**src/rtl/matmul_ctrl.sv**
```systemverilog
// matmul_ctrl: sequencer and MAC engine for C = A x B (A is n x m, B is m x q).
// Operands come from two synchronous-read RAMs, one element pair per cycle.
// Results leave one C element at a time, row-major, over a valid/ready port.
//
// Handshake: a C element transfers on a rising edge where o_c_valid && i_c_ready.
// Once o_c_valid rises, o_c_row/o_c_col/o_c_data stay stable until that transfer.
// o_c_valid never depends on i_c_ready.
module matmul_ctrl #(
  parameter int DATA_WIDTH = 16,
  parameter int MAX_DIM    = 256,
  parameter int IDX_W      = $clog2(MAX_DIM),
  parameter int DIM_W      = IDX_W + 1,
  parameter int ACC_W      = 2 * DATA_WIDTH + IDX_W
) (
  input  logic                         i_clk,
  input  logic                         i_reset,
  input  logic                         i_start,
  input  logic [DIM_W-1:0]             i_n,
  input  logic [DIM_W-1:0]             i_m,
  input  logic [DIM_W-1:0]             i_m2,
  input  logic [DIM_W-1:0]             i_q,
  output logic                         o_busy,
  output logic                         o_done,
  output logic                         o_err,
  output logic                         o_a_rd_en,
  output logic [IDX_W-1:0]             o_a_row,
  output logic [IDX_W-1:0]             o_a_col,
  output logic                         o_b_rd_en,
  output logic [IDX_W-1:0]             o_b_row,
  output logic [IDX_W-1:0]             o_b_col,
  input  logic signed [DATA_WIDTH-1:0] i_a_data,
  input  logic signed [DATA_WIDTH-1:0] i_b_data,
  output logic                         o_c_valid,
  output logic [IDX_W-1:0]             o_c_row,
  output logic [IDX_W-1:0]             o_c_col,
  output logic [DATA_WIDTH-1:0]        o_c_data,
  input  logic                         i_c_ready,
  output logic [2:0]                   o_state
);

  typedef enum logic [2:0] {
    S_IDLE  = 3'd0,
    S_CHECK = 3'd1,
    S_FETCH = 3'd2,
    S_DRAIN = 3'd3,
    S_WRITE = 3'd4,
    S_DONE  = 3'd5,
    S_ERR   = 3'd6
  } state_t;

  state_t                         r_state;
  state_t                         w_state_nxt;
  logic [DIM_W-1:0]               r_n, r_m, r_m2, r_q;
  logic [IDX_W-1:0]               r_i, r_j, r_k;
  logic signed [ACC_W-1:0]        r_acc;
  logic                           r_rd_valid;

  logic                           w_rd_en;
  logic                           w_c_valid;
  logic                           w_done;
  logic                           w_err;
  logic                           w_cmd_bad;
  logic                           w_i_last, w_j_last, w_k_last;
  logic                           w_accept;
  logic signed [2*DATA_WIDTH-1:0] w_prod;
  logic signed [ACC_W-1:0]        w_prod_ext;

  // Command validity and loop-end conditions on the latched dimensions
  assign w_cmd_bad = (r_n == '0) || (r_m == '0) || (r_q == '0) ||
                     (r_n > DIM_W'(MAX_DIM)) || (r_m > DIM_W'(MAX_DIM)) ||
                     (r_q > DIM_W'(MAX_DIM)) || (r_m != r_m2);
  assign w_i_last  = ({1'b0, r_i} == r_n - DIM_W'(1));
  assign w_j_last  = ({1'b0, r_j} == r_q - DIM_W'(1));
  assign w_k_last  = ({1'b0, r_k} == r_m - DIM_W'(1));
  assign w_accept  = w_c_valid && i_c_ready;

  // Full-width signed product, sign-extended to the accumulator width
  assign w_prod     = i_a_data * i_b_data;
  assign w_prod_ext = {{(ACC_W - 2*DATA_WIDTH){w_prod[2*DATA_WIDTH-1]}}, w_prod};

  // Next-state and per-state control strobes
  always_comb begin
    w_state_nxt = r_state;
    w_rd_en     = 1'b0;
    w_c_valid   = 1'b0;
    w_done      = 1'b0;
    w_err       = 1'b0;
    case (r_state)
      S_IDLE:  if (i_start) w_state_nxt = S_CHECK;
      S_CHECK: w_state_nxt = w_cmd_bad ? S_ERR : S_FETCH;
      S_FETCH: begin
        w_rd_en = 1'b1;
        if (w_k_last) w_state_nxt = S_DRAIN;
      end
      S_DRAIN: w_state_nxt = S_WRITE;
      S_WRITE: begin
        w_c_valid = 1'b1;
        if (i_c_ready) w_state_nxt = (w_i_last && w_j_last) ? S_DONE : S_FETCH;
      end
      S_DONE: begin
        w_done      = 1'b1;
        w_state_nxt = S_IDLE;
      end
      S_ERR: begin
        w_done      = 1'b1;
        w_err       = 1'b1;
        w_state_nxt = S_IDLE;
      end
      default: w_state_nxt = S_IDLE;
    endcase
  end

  // State register
  always_ff @(posedge i_clk or posedge i_reset) begin
    if (i_reset) r_state <= S_IDLE;
    else         r_state <= w_state_nxt;
  end

  // Dimension latch, loop indices, read-valid pipe and accumulator
  always_ff @(posedge i_clk or posedge i_reset) begin
    if (i_reset) begin
      r_n        <= '0;
      r_m        <= '0;
      r_m2       <= '0;
      r_q        <= '0;
      r_i        <= '0;
      r_j        <= '0;
      r_k        <= '0;
      r_acc      <= '0;
      r_rd_valid <= 1'b0;
    end else begin
      r_rd_valid <= w_rd_en;
      if (r_state == S_IDLE && i_start) begin
        r_n  <= i_n;
        r_m  <= i_m;
        r_m2 <= i_m2;
        r_q  <= i_q;
      end
      if (r_state == S_CHECK) begin
        r_i <= '0;
        r_j <= '0;
        r_k <= '0;
      end
      if (r_state == S_FETCH) r_k <= w_k_last ? '0 : r_k + IDX_W'(1);
      if (w_accept) begin
        if (w_j_last) begin
          r_j <= '0;
          r_i <= r_i + IDX_W'(1);
        end else begin
          r_j <= r_j + IDX_W'(1);
        end
      end
      if (r_state == S_CHECK || w_accept) r_acc <= '0;
      else if (r_rd_valid)                r_acc <= r_acc + w_prod_ext;
    end
  end

  // Outputs are zero whenever their strobe is low, so reset clears them at once
  assign o_busy    = (r_state != S_IDLE);
  assign o_done    = w_done;
  assign o_err     = w_err;
  assign o_a_rd_en = w_rd_en;
  assign o_b_rd_en = w_rd_en;
  assign o_a_row   = w_rd_en ? r_i : '0;
  assign o_a_col   = w_rd_en ? r_k : '0;
  assign o_b_row   = w_rd_en ? r_k : '0;
  assign o_b_col   = w_rd_en ? r_j : '0;
  assign o_c_valid = w_c_valid;
  assign o_c_row   = w_c_valid ? r_i : '0;
  assign o_c_col   = w_c_valid ? r_j : '0;
  assign o_c_data  = w_c_valid ? r_acc[DATA_WIDTH-1:0] : '0;
  assign o_state   = r_state;

endmodule

```
**config.mk**
```make
export PLATFORM = sky130hd
export DESIGN_NAME = matmul_ctrl
export DESIGN_NICKNAME = d
export VERILOG_FILES = /design/src/rtl/matmul_ctrl.sv
export SDC_FILE = /design/constraint.sdc
export NUM_CORES = 1
export LEC_CHECK = 0
export CORE_MARGIN = 1.5
export CORE_UTILIZATION = 52
export CTS_BUF_LIST = sky130_fd_sc_hd__clkbuf_2 sky130_fd_sc_hd__clkbuf_4 sky130_fd_sc_hd__clkbuf_8
export CTS_CLUSTER_DIAMETER = 60
export CTS_CLUSTER_SIZE = 28
export DETAILED_ROUTE_END_ITERATION = 8
export PLACE_DENSITY = 0.88
export SLEW_MARGIN = 20
export SYNTH_ARGS = -nofsm -noshare
export SYNTH_HDL_FRONTEND = slang
export SYNTH_SLANG_ARGS = --single-unit
export TNS_END_PERCENT = 20
```
**constraint.sdc**
```tcl
create_clock -name i_clk -period 3.9 [get_ports i_clk]
set_input_delay 0.78 -clock i_clk [delete_from_list [all_inputs] [get_ports i_clk]]
set_output_delay 0.78 -clock i_clk [all_outputs]
set_load 0.1 [all_outputs]
```
Word level (Yosys, flattened, before mapping)
Index checks and enable logic that the tools add are counted.
{"block": "classes", "n_addsub": 7, "multipliers": 1, "n_lt_le_gt_ge": 3, "n_eq_ne": 13, "muxes": 26, "n_reduce_logical": 20}
{"op": "$mux W8", "count": 13}
{"op": "$mux W40", "count": 2}
{"op": "$add A40 B32 Y40", "count": 1}
{"op": "$mul A16 B16 Y32", "count": 1}
{"op": "$eq A8 B9 Y1", "count": 3}
{"op": "$gt A9 B9 Y1 const B", "count": 3}
{"op": "$logic_not A9 Y1", "count": 3}
{"op": "$sub A9 B1 Y9 const B", "count": 3}
{"op": "$add A8 B1 Y8 const B", "count": 3}
{"op": "$mux W16", "count": 1}
{"op": "$mux W3", "count": 5}
{"op": "$pmux W3 S5", "count": 1}
{"op": "$eq A3 B3 Y1 const B", "count": 3}
{"op": "$ne A9 B9 Y1", "count": 1}
{"op": "$logic_or A1 B1 Y1", "count": 7}
{"op": "$eq A3 B2 Y1 const B", "count": 2}
{"op": "$ne A2 B2 Y1 const B", "count": 3}
{"op": "$reduce_bool A2 Y1", "count": 3}
{"op": "$mux W1", "count": 4}
{"op": "$eq A3 B1 Y1 const B", "count": 1}
{"op": "$logic_and A1 B1 Y1", "count": 3}
{"op": "$logic_not A3 Y1", "count": 1}
{"op": "$reduce_and A3 Y1", "count": 1}
{"op": "$reduce_bool A3 Y1", "count": 1}
{"op": "$reduce_or A2 Y1", "count": 1}
{"block": "word_totals", "regBits": 104, "word_cells": 80}

Depth between registers and ports, before layout
{"block": "logic_depth", "word_depth": 9, "mapped_depth": 20, "ltp_nobuf": 19}

Worst setup path before layout
No wires, ideal clock.
{"block": "synth_timing", "path_kind": "input to register", "from": "input i_a_data[5]", "to": "register r_acc[15]", "arrival_time_ns": 5.691, "required_time_ns": 3.818, "slack_ns": -1.873, "stages": 17, "path_cell_list": "clkbuf_1 nand2_1 fa_1 inv_1 fa_1 inv_1 fa_1 fa_1 fa_1 fa_1 xor2_1 xnor2_1 xnor2_1 xnor3_1 xnor3_1 or3_1 a31oi_1"}
{"block": "synth_via", "elab_chain_cells": 4}
{"item": "from (decl)", "line": "31", "text": "input logic signed [DATA_WIDTH-1:0] i_a_data,"}
{"item": "$mul A16 B16 Y32", "line": "78", "text": "assign w_prod = i_a_data * i_b_data;"}
{"item": "$add A40 B32 Y40", "line": "154", "text": "else if (r_rd_valid) r_acc <= r_acc + w_prod_ext;"}
{"item": "$mux W40", "line": "154"}
{"item": "$mux W40", "line": "153", "text": "if (r_state == S_CHECK || w_accept) r_acc <= '0;"}
{"item": "to (signal assigned)", "line": "154"}
{"item": "to (decl)", "line": "55", "text": "logic signed [ACC_W-1:0] r_acc;"}
No other way between the ends. The select of a mux whose other input is x is not followed.
A chain may end at the register's enable or synchronous reset.

Worst setup path after layout
Ends and elaborated chain as after synthesis.

==> impl_metrics.env <==
export IMPL_outcome="finished with violations"
export IMPL_violations="DRC, setup timing"
export IMPL_grt_max_degree=53
export IMPL_finalSetupViolations=12
export IMPL_synth_largest_area_cell="dfrtp_1"
export IMPL_io_buffer_count=144
export IMPL_syn_inst=1080
export IMPL_ys_flop_type="dfrtp_1"
export IMPL_finalCritPeriodShare_pct=139
export IMPL_grt_util_met2_pct=49.4
export IMPL_finalInstanceArea_sq_mm=0.0126
export IMPL_synth_top_area_share_pct=20.7
export IMPL_synth_compound_area_share_pct=7.88
export IMPL_core_sq_mm=0.0181
export IMPL_synth_top_family_by_area="adder cells"
export IMPL_max_freq_mhz=185
export IMPL_muxShareOfSynthArea_pct=4.61
export IMPL_r2r_slack_ns=-0.42
export IMPL_wire_per_inst_um=17.9
export IMPL_synth_xor_area_share_pct=7.88
export IMPL_required_ns=4.20
export IMPL_drtPass1Iterations=7
export IMPL_drtIter0Drc=519
export IMPL_area_growth_pct=29.8
export IMPL_finalHoldViolCount=0
export IMPL_grt_pass1_vias=8731
export IMPL_avgSynthCellArea_sq_um=8.97
export IMPL_ys_ff_latch=80
export IMPL_hold_path_class="reg2reg"
export IMPL_gr_usage_met1_pct=35.9
export IMPL_cts_buffers=9
export IMPL_rows=49
export IMPL_final_nets=1524
export IMPL_n_antenna_cell=0
export IMPL_synth_simple_area_share_pct=19.9
export IMPL_synth_cell_area_sq_mm=0.00969
export IMPL_drc=7
export IMPL_cts_sinks=80
export IMPL_grt_first_pass_wirelength_um=43900
export IMPL_fp_dieH_um=139
export IMPL_postSynth_asyncResetShare_pct=100
export IMPL_gr_total_overflow=0
export IMPL_tightest_slew_ns=0.971
export IMPL_gr_usage_met3_pct=3.58
export IMPL_placed_area_sq_mm=0.0120
export IMPL_synth_fa_ha_area_share_pct=28.8
export IMPL_synth_edf_count=0
export IMPL_r2r_end="r_acc[15]"
export IMPL_cap_violations=0
export IMPL_ys_warn_count=0
export IMPL_cts_root_buf="clkbuf_8"
export IMPL_cts_buffer_depth=2
export IMPL_worstHoldPathCells=1
export IMPL_relSlewSlack_pct=35.1
export IMPL_ys_seq_area_share_pct=20.7
export IMPL_r2r_start="r_acc[9]"
export IMPL_drive_gt1_share_pct=25.3
export IMPL_min_period_ns=5.41
export IMPL_synth_fp_nets=1319
export IMPL_path_class="in2reg"
export IMPL_antenna_found_initial=0
export IMPL_die_w_um=139
export IMPL_arrival_ns=5.71
export IMPL_postRouteWirelength_um=27100
export IMPL_reg2reg_depth=16
export IMPL_crit_start="i_a_data[5]"
export IMPL_ant_nets=0
export IMPL_ctsHoldBuffers=0
export IMPL_initial_core_util_pct=53.6
export IMPL_grt_use_total_pct=28.5
export IMPL_io_pins=145
export IMPL_endpoint="r_acc[15]"
export IMPL_vias=8358
export IMPL_rsz0062_at_grt="true"
export IMPL_hpwl_um=20600
export IMPL_cts_tree="built"
export IMPL_fill_cells=1240
export IMPL_crit_path_end_kind="flip-flop"
export IMPL_busiest_layer="met2"
export IMPL_whs_ns=0.543
export IMPL_setup_ws_ns=-1.51
export IMPL_dieArea_sq_mm=0.0195
export IMPL_crit_fanout=4
export IMPL_viasPerCell=5.50
export IMPL_gp_congestion=0.910
export IMPL_yosysUniqueCellTypes=65
export IMPL_path_clk_slew_ns=0.09
export IMPL_maxSlewViolCount=0
export IMPL_yosysMostFrequentCell="inv_1"
export IMPL_h_tree_depth=3
export IMPL_clk_latency_ns=0.37
export IMPL_ys_top_cells_by_area="dfrtp_1 (21%), fa_1 (19%), ha_1 (9.6%)"
export IMPL_start_kind="primary input"
export IMPL_skew_ns=0.0159
export IMPL_ys_top_cells_by_count="inv_1 (192), and2_1 (123), fa_1 (93), dfrtp_1 (80), nand2_1 (76)"
cell families (layout without fill, tap and decap cells):
kind of cell,after synthesis,in the layout
xor+xnor,84,84
compound gates,116,116
buf+inv,246,456
mux,41,41
fa+ha+maj,167,167
simple gates,346,346
flops,80,80
through the flow:
stage          std cells  util (%)  setup WS, ns  TNS [ns]
2_1_floorplan       1080         -         -1.50    -15.05
3_3_place_gp        1483      66.1         -2.17    -20.10
3_5_place_dp        1483      66.1         -2.32    -21.81
4_1_cts             1516      68.9         -1.47    -12.31
5_1_grt             1519      69.5         -1.59    -13.92
6_report            1519      69.5         -1.51    -12.33
critical path: stages:
cell	delay, ns
buf_8	0.10
buf_6	0.12
and2_4	0.15
fa_1	0.53
inv_2	0.05
fa_1	0.59
fa_1	0.45
fa_1	0.52
inv_2	0.05
fa_1	0.50
inv_1	0.06
fa_1	0.51
inv_2	0.05
ha_4	0.28
and3_4	0.18
and3_4	0.21
nor4_2	0.05
or3_1	0.37
a31oi_1	0.16
area by class of cell:
class	count	area [sq um]	share of cell area, %
repair buffers	248	2340	18.6
flip-flops and latches	80	2000	15.9
clock buffers	9	124	0.985
clock inverters	7	76.3	0.607
well taps	229	287	2.28
inverters	192	722	5.74
multi-input cells	754	7020	55.9
sequential cells by signal, summed over array words and instances (netlist names), 3 cells and up:
| register | flops |
|---|---|
| r_k | 8 |
| r_m2 | 9 |
| r_i | 8 |
| r_n | 9 |
| r_j | 8 |
| r_q | 9 |
| r_m | 9 |
| o_state | 3 |
| r_acc | 16 |
worst min path at each step:
stage	startpoint	end	slack [ns]
2_1_floorplan	r_i[7]	r_i[7]	0.48
3_3_place_gp	r_m2[7]	r_m2[7]	0.52
3_5_place_dp	r_m2[1]	r_m2[1]	0.52
4_1_cts	r_m2[2]	r_m2[2]	0.55
5_1_grt	r_m2[1]	r_m2[1]	0.56
6_report	r_m2[2]	r_m2[2]	0.54
cells in the final DEF (no fill, tap or decap), types with 9 or more instances in the layout:
cell type,count
inv_2,13
nand2b_1,9
inv_1,178
buf_12,22
and2_4,16
and2_1,107
nand3_1,14
nor2_1,26
clkbuf_8,9
a21oi_1,10
a31oi_1,15
mux2i_1,12
clkdlybuf4s50_1,46
xor2_1,24
fa_2,10
nor3_1,12
ha_1,60
ha_4,11
dfrtp_1,80
buf_6,17
xnor2_1,58
fa_1,83
mux2_2,29
and3_1,27
nand2_1,70
dlygate4sd2_1,10
buf_4,139
o21ai_0,29
what timing repair did:
| item | CTS | global route |
|---|---|---|
| endpoints found under the setup margin | 13 | 13 |
| setup buffers | 17 | 3 |
| resized for setup | 147 | 23 |
| endpoints found under the hold margin | 0 | 0 |
| gates cloned | 0 | 0 |
| pin swaps | 55 | 32 |
metal layers:
| metal | part of all wire (%) | vias up |
|---|---|---|
| li1 | - | 3837 |
| met1 | 38 | 4080 |
| met2 | 51 | 360 |
| met3 | 6.7 | 81 |
| met4 | 4.2 | 0 |
| met5 | 0 | - |
Power is left out: the tool's default activity adds up to more than one toggle a clock period on the data nets, which glitch-free logic cannot reach.
